--- src/rtl/gray_pkg.sv ---
// Package: gray_pkg
// Purpose: shared types and helpers for gray-code producers and consumers.
//   - gray_rx_state_t : lock state of the gray receive checker
//   - gray2bin / bin2gray : width-generic conversions. Operands are carried
//     zero-extended in GRAY_MAX_W bits; zero upper bits decode/encode to zero,
//     so callers simply slice the low bits they need.
package gray_pkg;

    localparam int GRAY_MAX_W = 32;

    typedef enum logic [1:0] {
        UNLOCKED = 2'd0,
        LOCKED   = 2'd1,
        ERROR    = 2'd2
    } gray_rx_state_t;

    function automatic logic [GRAY_MAX_W-1:0] gray2bin(input logic [GRAY_MAX_W-1:0] g);
        logic [GRAY_MAX_W-1:0] b;
        b = '0;
        b[GRAY_MAX_W-1] = g[GRAY_MAX_W-1];
        for (int i = GRAY_MAX_W - 2; i >= 0; i--) begin
            b[i] = b[i+1] ^ g[i];
        end
        return b;
    endfunction

    function automatic logic [GRAY_MAX_W-1:0] bin2gray(input logic [GRAY_MAX_W-1:0] b);
        return b ^ (b >> 1);
    endfunction

endpackage

--- src/rtl/gray_to_bin.sv ---
// Module: gray_to_bin
// Purpose: purely combinational gray -> binary decode (prefix XOR from MSB).
// Ports:
//   gray  in  W  gray-coded value
//   bin   out W  binary value; bin[i] = XOR of gray[W-1:i]
module gray_to_bin #(
    parameter int W = 4
) (
    input  logic [W-1:0] gray,
    output logic [W-1:0] bin
);

    always_comb begin
        bin = '0;
        bin[W-1] = gray[W-1];
        for (int i = W - 2; i >= 0; i--) begin
            bin[i] = bin[i+1] ^ gray[i];
        end
    end

endmodule

--- src/rtl/gray_step_decoder.sv ---
// Module: gray_step_decoder
// Purpose: receive side of a gray-coded counter link. Registers the gray
//   sample, decodes it in a second stage, and checks that consecutive valid
//   samples differ by +1, -1 or 0 (mod 2^DATA_WIDTH). Tracks lock, direction
//   and a saturating legal-step count; flags illegal jumps.
// Ports:
//   clk        in   1           clock, posedge
//   reset      in   1           synchronous active-high reset
//   gray_in    in   DATA_WIDTH  gray-coded sample
//   gray_vld   in   1           sample valid (no backpressure: every valid is taken)
//   err_clr    in   1           clears err_sticky; ERROR -> UNLOCKED
//   bin_out    out  DATA_WIDTH  decoded value, held while bin_vld=0
//   bin_vld    out  1           one pulse per sample, 2 cycles after gray_vld
//   locked     out  1           FSM in LOCKED
//   dir_up     out  1           direction of last legal step (1=up)
//   err_step   out  1           pulse coincident with bin_vld of an illegal sample
//   err_sticky out  1           held high from err_step until err_clr
//   step_cnt   out  CNT_W       saturating count of +/-1 steps since lock
//   state      out  2           current FSM state, for observation
// Handshake: gray_vld is a qualifier only; the block always accepts a sample
//   when gray_vld=1 and emits exactly one bin_vld pulse for it, unless reset
//   intervenes while the sample is in flight.
module gray_step_decoder
    import gray_pkg::*;
#(
    parameter int DATA_WIDTH = 4,
    parameter int CNT_W      = 16
) (
    input  logic                  clk,
    input  logic                  reset,
    input  logic [DATA_WIDTH-1:0] gray_in,
    input  logic                  gray_vld,
    input  logic                  err_clr,
    output logic [DATA_WIDTH-1:0] bin_out,
    output logic                  bin_vld,
    output logic                  locked,
    output logic                  dir_up,
    output logic                  err_step,
    output logic                  err_sticky,
    output logic [CNT_W-1:0]      step_cnt,
    output gray_rx_state_t        state
);

    logic [DATA_WIDTH-1:0] g_q;
    logic                  v1;
    logic [DATA_WIDTH-1:0] b;
    logic [DATA_WIDTH-1:0] prev_bin;
    logic [DATA_WIDTH-1:0] delta;

    gray_rx_state_t        state_q;
    gray_rx_state_t        state_nxt;
    logic [CNT_W-1:0]      cnt_nxt;
    logic                  dir_nxt;
    logic                  err_step_nxt;
    logic                  sticky_nxt;

    // Stage 1: capture the raw gray sample.
    always_ff @(posedge clk) begin
        if (reset) begin
            g_q <= '0;
            v1  <= 1'b0;
        end else begin
            v1 <= gray_vld;
            if (gray_vld) begin
                g_q <= gray_in;
            end
        end
    end

    // Stage 2: decode.
    gray_to_bin #(.W(DATA_WIDTH)) u_decode (
        .gray (g_q),
        .bin  (b)
    );

    // Modular difference: 1 is an up step, all-ones is a down step, which
    // makes the wrap between 0 and 2^W-1 legal in both directions for free.
    assign delta = b - prev_bin;

    always_comb begin
        state_nxt    = state_q;
        cnt_nxt      = step_cnt;
        dir_nxt      = dir_up;
        err_step_nxt = 1'b0;
        sticky_nxt   = err_sticky;
        if (err_clr) begin
            sticky_nxt = 1'b0;
        end
        case (state_q)
            UNLOCKED: begin
                if (v1) begin
                    cnt_nxt   = '0;
                    state_nxt = LOCKED;
                end
            end
            LOCKED: begin
                if (v1) begin
                    if (delta == DATA_WIDTH'(1)) begin
                        dir_nxt = 1'b1;
                        if (step_cnt != '1) cnt_nxt = step_cnt + CNT_W'(1);
                    end else if (delta == '1) begin
                        dir_nxt = 1'b0;
                        if (step_cnt != '1) cnt_nxt = step_cnt + CNT_W'(1);
                    end else if (delta != '0) begin
                        // An illegal jump overrides a simultaneous err_clr.
                        err_step_nxt = 1'b1;
                        sticky_nxt   = 1'b1;
                        state_nxt    = ERROR;
                    end
                end
            end
            ERROR: begin
                if (err_clr) begin
                    state_nxt = UNLOCKED;
                end
            end
            default: begin
                state_nxt = UNLOCKED;
            end
        endcase
    end

    always_ff @(posedge clk) begin
        if (reset) begin
            state_q    <= UNLOCKED;
            bin_out    <= '0;
            bin_vld    <= 1'b0;
            prev_bin   <= '0;
            dir_up     <= 1'b1;
            err_step   <= 1'b0;
            err_sticky <= 1'b0;
            step_cnt   <= '0;
        end else begin
            state_q    <= state_nxt;
            bin_vld    <= v1;
            dir_up     <= dir_nxt;
            err_step   <= err_step_nxt;
            err_sticky <= sticky_nxt;
            step_cnt   <= cnt_nxt;
            if (v1) begin
                bin_out  <= b;
                prev_bin <= b;
            end
        end
    end

    assign locked = (state_q == LOCKED);
    assign state  = state_q;

endmodule

--- config.mk ---
export PLATFORM = sky130hd
export DESIGN_NAME = gray_step_decoder
export DESIGN_NICKNAME = d
export VERILOG_FILES = /design/src/rtl/gray_pkg.sv /design/src/rtl/gray_to_bin.sv /design/src/rtl/gray_step_decoder.sv
export SDC_FILE = /design/constraint.sdc
export NUM_CORES = 1
export LEC_CHECK = 0
export ABC_AREA = 1
export BUFFER_PORTS_ARGS = -buffer_cell sky130_fd_sc_hd__clkbuf_2
export CAP_MARGIN = 20
export CORE_UTILIZATION = 45
export DETAILED_ROUTE_END_ITERATION = 12
export GPL_ROUTABILITY_DRIVEN = 1
export GPL_TIMING_DRIVEN = 0
export PLACE_DENSITY = 0.71
export REMOVE_ABC_BUFFERS = 1
export SETUP_SLACK_MARGIN = 0.2
export SLEW_MARGIN = 20
export SYNTH_ARGS = -nofsm -noshare
export SYNTH_HDL_FRONTEND = slang
export SYNTH_HIERARCHICAL = 1
export SYNTH_SLANG_ARGS = --single-unit
--- constraint.sdc ---
create_clock -name clk -period 2.85 [get_ports clk]
set_clock_uncertainty 0.15 [all_clocks]
set_input_delay 0.4275 -clock clk [delete_from_list [all_inputs] [get_ports clk]]
set_output_delay 0.4275 -clock clk [all_outputs]
set_load 0.005 [all_outputs]
# --- Word level (Yosys, flattened, before mapping) ---
# Cells that the tools add are included.
word_totals:
  regBits: 31
  word_cells: 58
op_classes:
  mux: 22
  n_addsub: 2
  bitwise: 5
  reduce_logical: 8
  n_eq_ne: 12
op_table:
  columns: ["op", "n"]
  rows:
  - ["16-bit 2-to-1 mux", 5]
  - ["16-bit case mux with 2 select lines", 1]
  - ["16-bit by 1-bit adder with 16-bit output (second input constant)", 1]
  - ["16-bit != test (second input constant)", 1]
  - ["2-bit 2-to-1 mux", 6]
  - ["1-bit 2-to-1 mux", 9]
  - ["2-bit != test (second input constant)", 4]
  - ["2-bit case mux with 3 select lines", 1]
  - ["6-bit AND reduction", 1]
  - ["5-bit OR reduction", 1]
  - ["4-bit by 1-bit equality test with 1-bit output (second input constant)", 1]
  - ["4-bit equality test (second input constant)", 1]
  - ["2-bit by 1-bit != test with 1-bit output (second input constant)", 2]
  - ["4-bit AND reduction", 1]
  - ["2-bit nonzero test", 2]
  - ["4-bit nonzero test", 1]
  - ["4-bit subtractor", 1]
  - ["3-bit by 1-bit != test with 1-bit output (second input constant)", 1]
  - ["3-bit AND reduction", 1]
  - ["1-bit XOR", 3]
  - ["2-bit by 1-bit equality test with 1-bit output (second input constant)", 1]
  - ["2-bit equality test (second input constant)", 1]
  - ["2-bit zero test", 1]
  - ["1-bit inverter", 2]

# --- Logic depth before layout (Yosys ltp) ---
depth:
  depth_word: 10
  mapped_depth: 19
  ltp_nobuf: 19

# --- Cells and area by module ---
# The synthesis kept the hierarchy.
modules_own_cells:
  columns: ["mod", "area_each_um2", "cells_each", "seq_area_each_um2", "instances"]
  rows:
  - ["gray_step_decoder", 1701.6, 244, 620.6, 1]
  - ["gray_to_bin", 93.8, 18, 0.0, 1]

# --- Worst setup path before layout ---
# Ideal clock, no wire load.
synth_path:
  path_kind: "register to register"
  from: "reg g_q[3]"
  to: "reg step_cnt[5]"
  n_path_buf: 1
  path_stages_with_launch: 18
  period_less_slack_ns: 2.558
  setup_slack_ns: 0.292
  required_time_ns: 2.634
  setup_ns: 0.066
  t_arrival_ns: 2.342
  cell_sequence: "dfxtp_1 -> inv_1 -> nand2_1 -> nand3_2 -> nand3_2 -> nand2_1 -> inv_1 -> ha_1 -> fa_1 -> or2_0 -> nor2_1 -> nand3_1 -> nand2_2 -> nand2_4 -> nand2_4 -> buf_6 -> nand2_1 -> a21oi_2"
synth_via:
  elab_chain_len: 8
synth_lines:
  columns: ["item", "line_no", "text"]
  rows:
  - ["start, declared", "gray_step_decoder.sv:44", "logic [DATA_WIDTH-1:0] g_q;"]
  - ["start signal, assigned", "gray_step_decoder.sv:65", "g_q <= gray_in;"]
  - ["1-bit XOR (*) (3 in a row)", "gray_to_bin.sv:17", "bin[i] = bin[i+1] ^ gray[i];"]
  - ["via b[0]", "gray_step_decoder.sv:46", "logic [DATA_WIDTH-1:0] b;"]
  - ["4-bit subtractor (*)", "gray_step_decoder.sv:78", "assign delta = b - prev_bin;"]
  - ["4-bit by 1-bit equality test with 1-bit output", "gray_step_decoder.sv:98", "if (delta == DATA_WIDTH'(1)) begin"]
  - ["16-bit 2-to-1 mux", "gray_step_decoder.sv:98", null]
  - ["16-bit 2-to-1 mux", "gray_step_decoder.sv:97", "if (v1) begin"]
  - ["16-bit case mux with 2 select lines", "gray_step_decoder.sv:89", "case (state_q)"]
  - ["end signal, assigned", "gray_step_decoder.sv:139", "step_cnt <= cnt_nxt;"]
  - ["end, declared", "gray_step_decoder.sv:40", "output logic [CNT_W-1:0] step_cnt,"]
# The timed path passes the listed nets; every way through them passes the cells marked *. The select of a mux whose other input is x is not followed.
# A chain may end at the register's enable or synchronous reset.

# --- Worst setup path in the final report ---
layout_path:
  from: "reg g_q[3]"
  to: "reg step_cnt[1]"
layout_via:
  elab_chain_len: 8
layout_lines:
  columns: ["item", "line_no"]
  rows:
  - ["1-bit XOR (*) (2 in a row)", "gray_to_bin.sv:17"]
  - ["via b[1]", "gray_step_decoder.sv:46"]
  - ["1-bit XOR", "gray_to_bin.sv:17"]
  - ["4-bit subtractor (*)", "gray_step_decoder.sv:78"]
  - ["4-bit by 1-bit equality test with 1-bit output", "gray_step_decoder.sv:98"]
  - ["16-bit 2-to-1 mux", "gray_step_decoder.sv:98"]
  - ["16-bit 2-to-1 mux", "gray_step_decoder.sv:97"]
  - ["16-bit case mux with 2 select lines", "gray_step_decoder.sv:89"]
# Marks and branches as above.

==> reports/results.tsv <==
stage	metric	value	unit
run_status	status	complete, no violations	
sta	relative slew slack	69.7	%
power	Pleak	0.000890	uW
placed_design	placed cells	337	
yosys	Yosys top cell by area	dfxtp_1	
cts	Num CTS Buffers	5	
final_layout	number of diodes	0	
floorplanning	Die ar.	4250	sq um
floorplanning	# rows	22	
global_routing	met3 Use GR	5.73	%
sta	RSZ-0062 raised after global routing	true	
critical_path	R2R Path End	step_cnt[1]	
placed_design	number of port buffers	34	
yosys	top-count cell post-synth	nand2_1	
critical_path	critical path class	reg -> reg	
cts	Max H-tree Level	2	
final_layout	Area Overhead vs Synth	23.3	%
critical_path	worst endpoint required time	2.85	ns
sta	Fin. Hold Viols	0	
global_routing	GRT met1 Usage	28.3	%
global_routing	first-pass GRT wire length	7.07	mm
yosys	Synth top area share	34.6	%
hold_path	WHS Endpoint	g_q[1]	
yosys	post-synthesis adder-cell area fraction	3.90	%
final_layout	share of layout cells above drive strength 1	28.1	%
routing	Avg Vias per Cell	5.23	
global_routing	vias in the first global route	1617	
yosys	mux contribution to synthesized area	0	%
yosys	post-synthesis compound-gate area fraction	10.2	%
hold_path	WHS Path Cells	3	
cts	CTS tree	done	
flow_run	Max Cap Violations	0	
global_routing	total track usage	21.9	%
global_routing	M2 GR Usage	34.3	%
critical_path	crit-path max FO	8	
yosys	main area contributors after synthesis	dfxtp_1 35%, nand2_1 12%, nor2_1 8.8%	
floorplanning	Die W	65.2	microns
yosys	Synth Area in Simple Gates	37.7	%
yosys	gate count after technology mapping	262	
hold_path	Hold Path Origin	gray_in[1]	
critical_path	CP endpoint kind	flop	
critical_path	Worst R2R Setup Slack	0.18	ns
global_routing	largest net degree at the start of global routing	21	
global_routing	busiest grt layer	met2	
cts	Clock Latency Late Sink	0.28	ns
global_routing	initial antenna violation count	0	
critical_path	cells along the critical path	inv_4, nand2_4, nand3_2, buf_4, nand2_1, inv_2, fa_1, or2_0, nor2_1, nand3_2, nand2_4, nand2_8, nand2_8, nand2_2, nand2_2, nor2_1	
floorplanning	chip height	65.2	microns
cts	Worst-path clk slew	0.06	ns
yosys	Synth Area per Inst	6.85	sq um
sta	number of max-slew violations in the final report	0	
yosys	FFs w/ async S/R, synth	0	%
yosys	Netlist cell types	30	
routing	drt drc	0	
critical_path	CP arrival	2.67	ns
routing	DR WL/cell	12.3	microns
yosys	Syn. warnings	6	
sta	Tcrit/Tclk final	93.6	%
placed_design	Final HPWL DP	2.77	mm
yosys	Synth top cells by count	56 x nand2_1, 42 x nor2_1, 31 x dfxtp_1, 29 x nand3_1, 24 x inv_1	
routing	WL final	4.29	mm
cts	CTS max path bufs	2	
final_layout	Layout Cells excl Fill	350	
floorplanning	Initial Util	48.0	%
yosys	Post-synth top flop	dfxtp_1	
critical_path	startpoint types	flop	
routing	vias	1829	
cts	root buffer cell	clkbuf_8	
critical_path	crit-path max cell delay	0.50	ns
power	Peak VDD IR	0.302	mV
sta	Peak Freq	375	MHz
yosys	Post-Syn Area	1800	sq um
critical_path	slowest library cell on the worst path	fa_1	
sta	Setup-failing EPs final	0	
floorplanning	I/O pin count	35	
final_layout	final net count	316	
yosys	number of synthesized register bits	31	
sta	Worst Tran Pin Value	0.454	ns
critical_path	reg2reg start	g_q[3]	
yosys	Post-Synth XOR/XNOR Area	5.37	%
routing	detailed router's first-iteration violation count	142	
routing	Final ANT Viol Nets	0	
hold_path	worst min path class	in -> reg	
global_routing	grt ovf	0	
power	power per standard cell area	456	nW/um^2
yosys	largest family of logic cells by synthesized area	simple AND/OR/NAND/NOR gates	
routing	first-pass detailed-route iteration total	4	
yosys	Seq/Total Area, Yosys	34.6	%
critical_path	R2R depth	16	
sta	Tmin final	2.67	ns
floorplanning	Core Region	3740	sq um
placed_design	GP Congestion	0.814	
yosys	Post-synth EDFFs	0	
power	Final Total Pwr	1010	uW
cts	clock sink total	31	
## final cells by class
class	instances	area, sq um
multi-input combinational	200	1140
tap	48	60.1
inverter	26	103
timing repair buffer	39	208
clock buffer	6	72.6
fill	369	1530
sequential	31	629
## per-layer routing
layer	up-vias	wire length (microns)
li1	927	-
met3	13	290
met1	824	1980
met5	-	0
met2	65	1920
met4	0	96
## timing repair
| item | 4_1_cts | 5_1_grt |
|---|---|---|
| setup endpoints to repair | 16 | 19 |
| gates cloned | 2 | 0 |
| pin swaps | 6 | 10 |
| hold buffers | 0 | 0 |
| buffers inserted | 3 | 2 |
| resized for setup | 14 | 17 |
## worst max-delay path by stage
stage	from	endpoint	slack, ns	cells past startpoint
CTS	g_q[1]	step_cnt[1]	0.20	16
finish	g_q[3]	step_cnt[1]	0.18	16
global placement	g_q[3]	step_cnt[1]	-0.02	17
floorplan	g_q[3]	step_cnt[1]	0.29	17
detailed placement	g_q[3]	step_cnt[13]	-0.05	16
global route	g_q[3]	step_cnt[13]	0.02	15
## flip-flops by register name, summed over array words and instances (netlist names)
signal and cells:
state 2, bin_vld 1, dir_up 1, v1 1
err_sticky 1, prev_bin 4, step_cnt 16, err_step 1
g_q 4
## critical path: cells and delay by family, from the launching register on
family	cells	cell delay [ns]
fa+ha+maj	1	0.50
buf+inv	3	0.25
flops	1	0.38
simple gates	12	1.25
## kinds of logic (layout without fill, tap and decap cells)
family | count (synthesis) | after routing
DFF | 31 | 31
AOI/OAI and AO/OA | 34 | 34
buffers and inverters | 33 | 71
and+or+nand+nor | 148 | 150
adders and majority gates | 5 | 5
xor gates and xnor gates | 11 | 11
## power breakdown
part | leakage [uW] | switching [uW] | total [uW] | internal (uW)
Clock | 0.0000371 | 153 | 316 | 162
Combinational | 0.000599 | 142 | 229 | 87.4
Sequential | 0.000254 | 16.9 | 465 | 448
Total | 0.000890 | 312 | 1010 | 698
## through the flow
step / area, sq um / util [%] / setup WS, ns / TNS, ns / hold WS [ns]
global placement: 1980 / 52.8 / -0.0157 / -0.0157 / 0.293
CTS: 2140 / 57.2 / 0.203 / 0 / 0.216
global route: 2210 / 59.2 / 0.0219 / 0 / 0.225
floorplan: 1750 / - / 0.286 / 0 / 0.302
finish: 2210 / 59.2 / 0.181 / 0 / 0.215
detailed placement: 1980 / 52.8 / -0.0545 / -0.402 / 0.297
## cell usage in the layout, fill, tap and decap left out, drive strengths merged, types with 3 or more instances in the layout
| cell type | synthesis | routed |
|---|---|---|
| nand2 | 60 | 62 |
| nor2 | 46 | 46 |
| clkbuf | 3 | 40 |
| nand3 | 34 | 34 |
| dfxtp | 31 | 31 |
| inv | 26 | 26 |
| a21oi | 23 | 23 |
| o21ai | 10 | 10 |
| xor2 | 9 | 9 |
| buf | 4 | 5 |
| ha | 4 | 4 |
| nor3 | 3 | 3 |
Power figures use the tool's default switching activity.
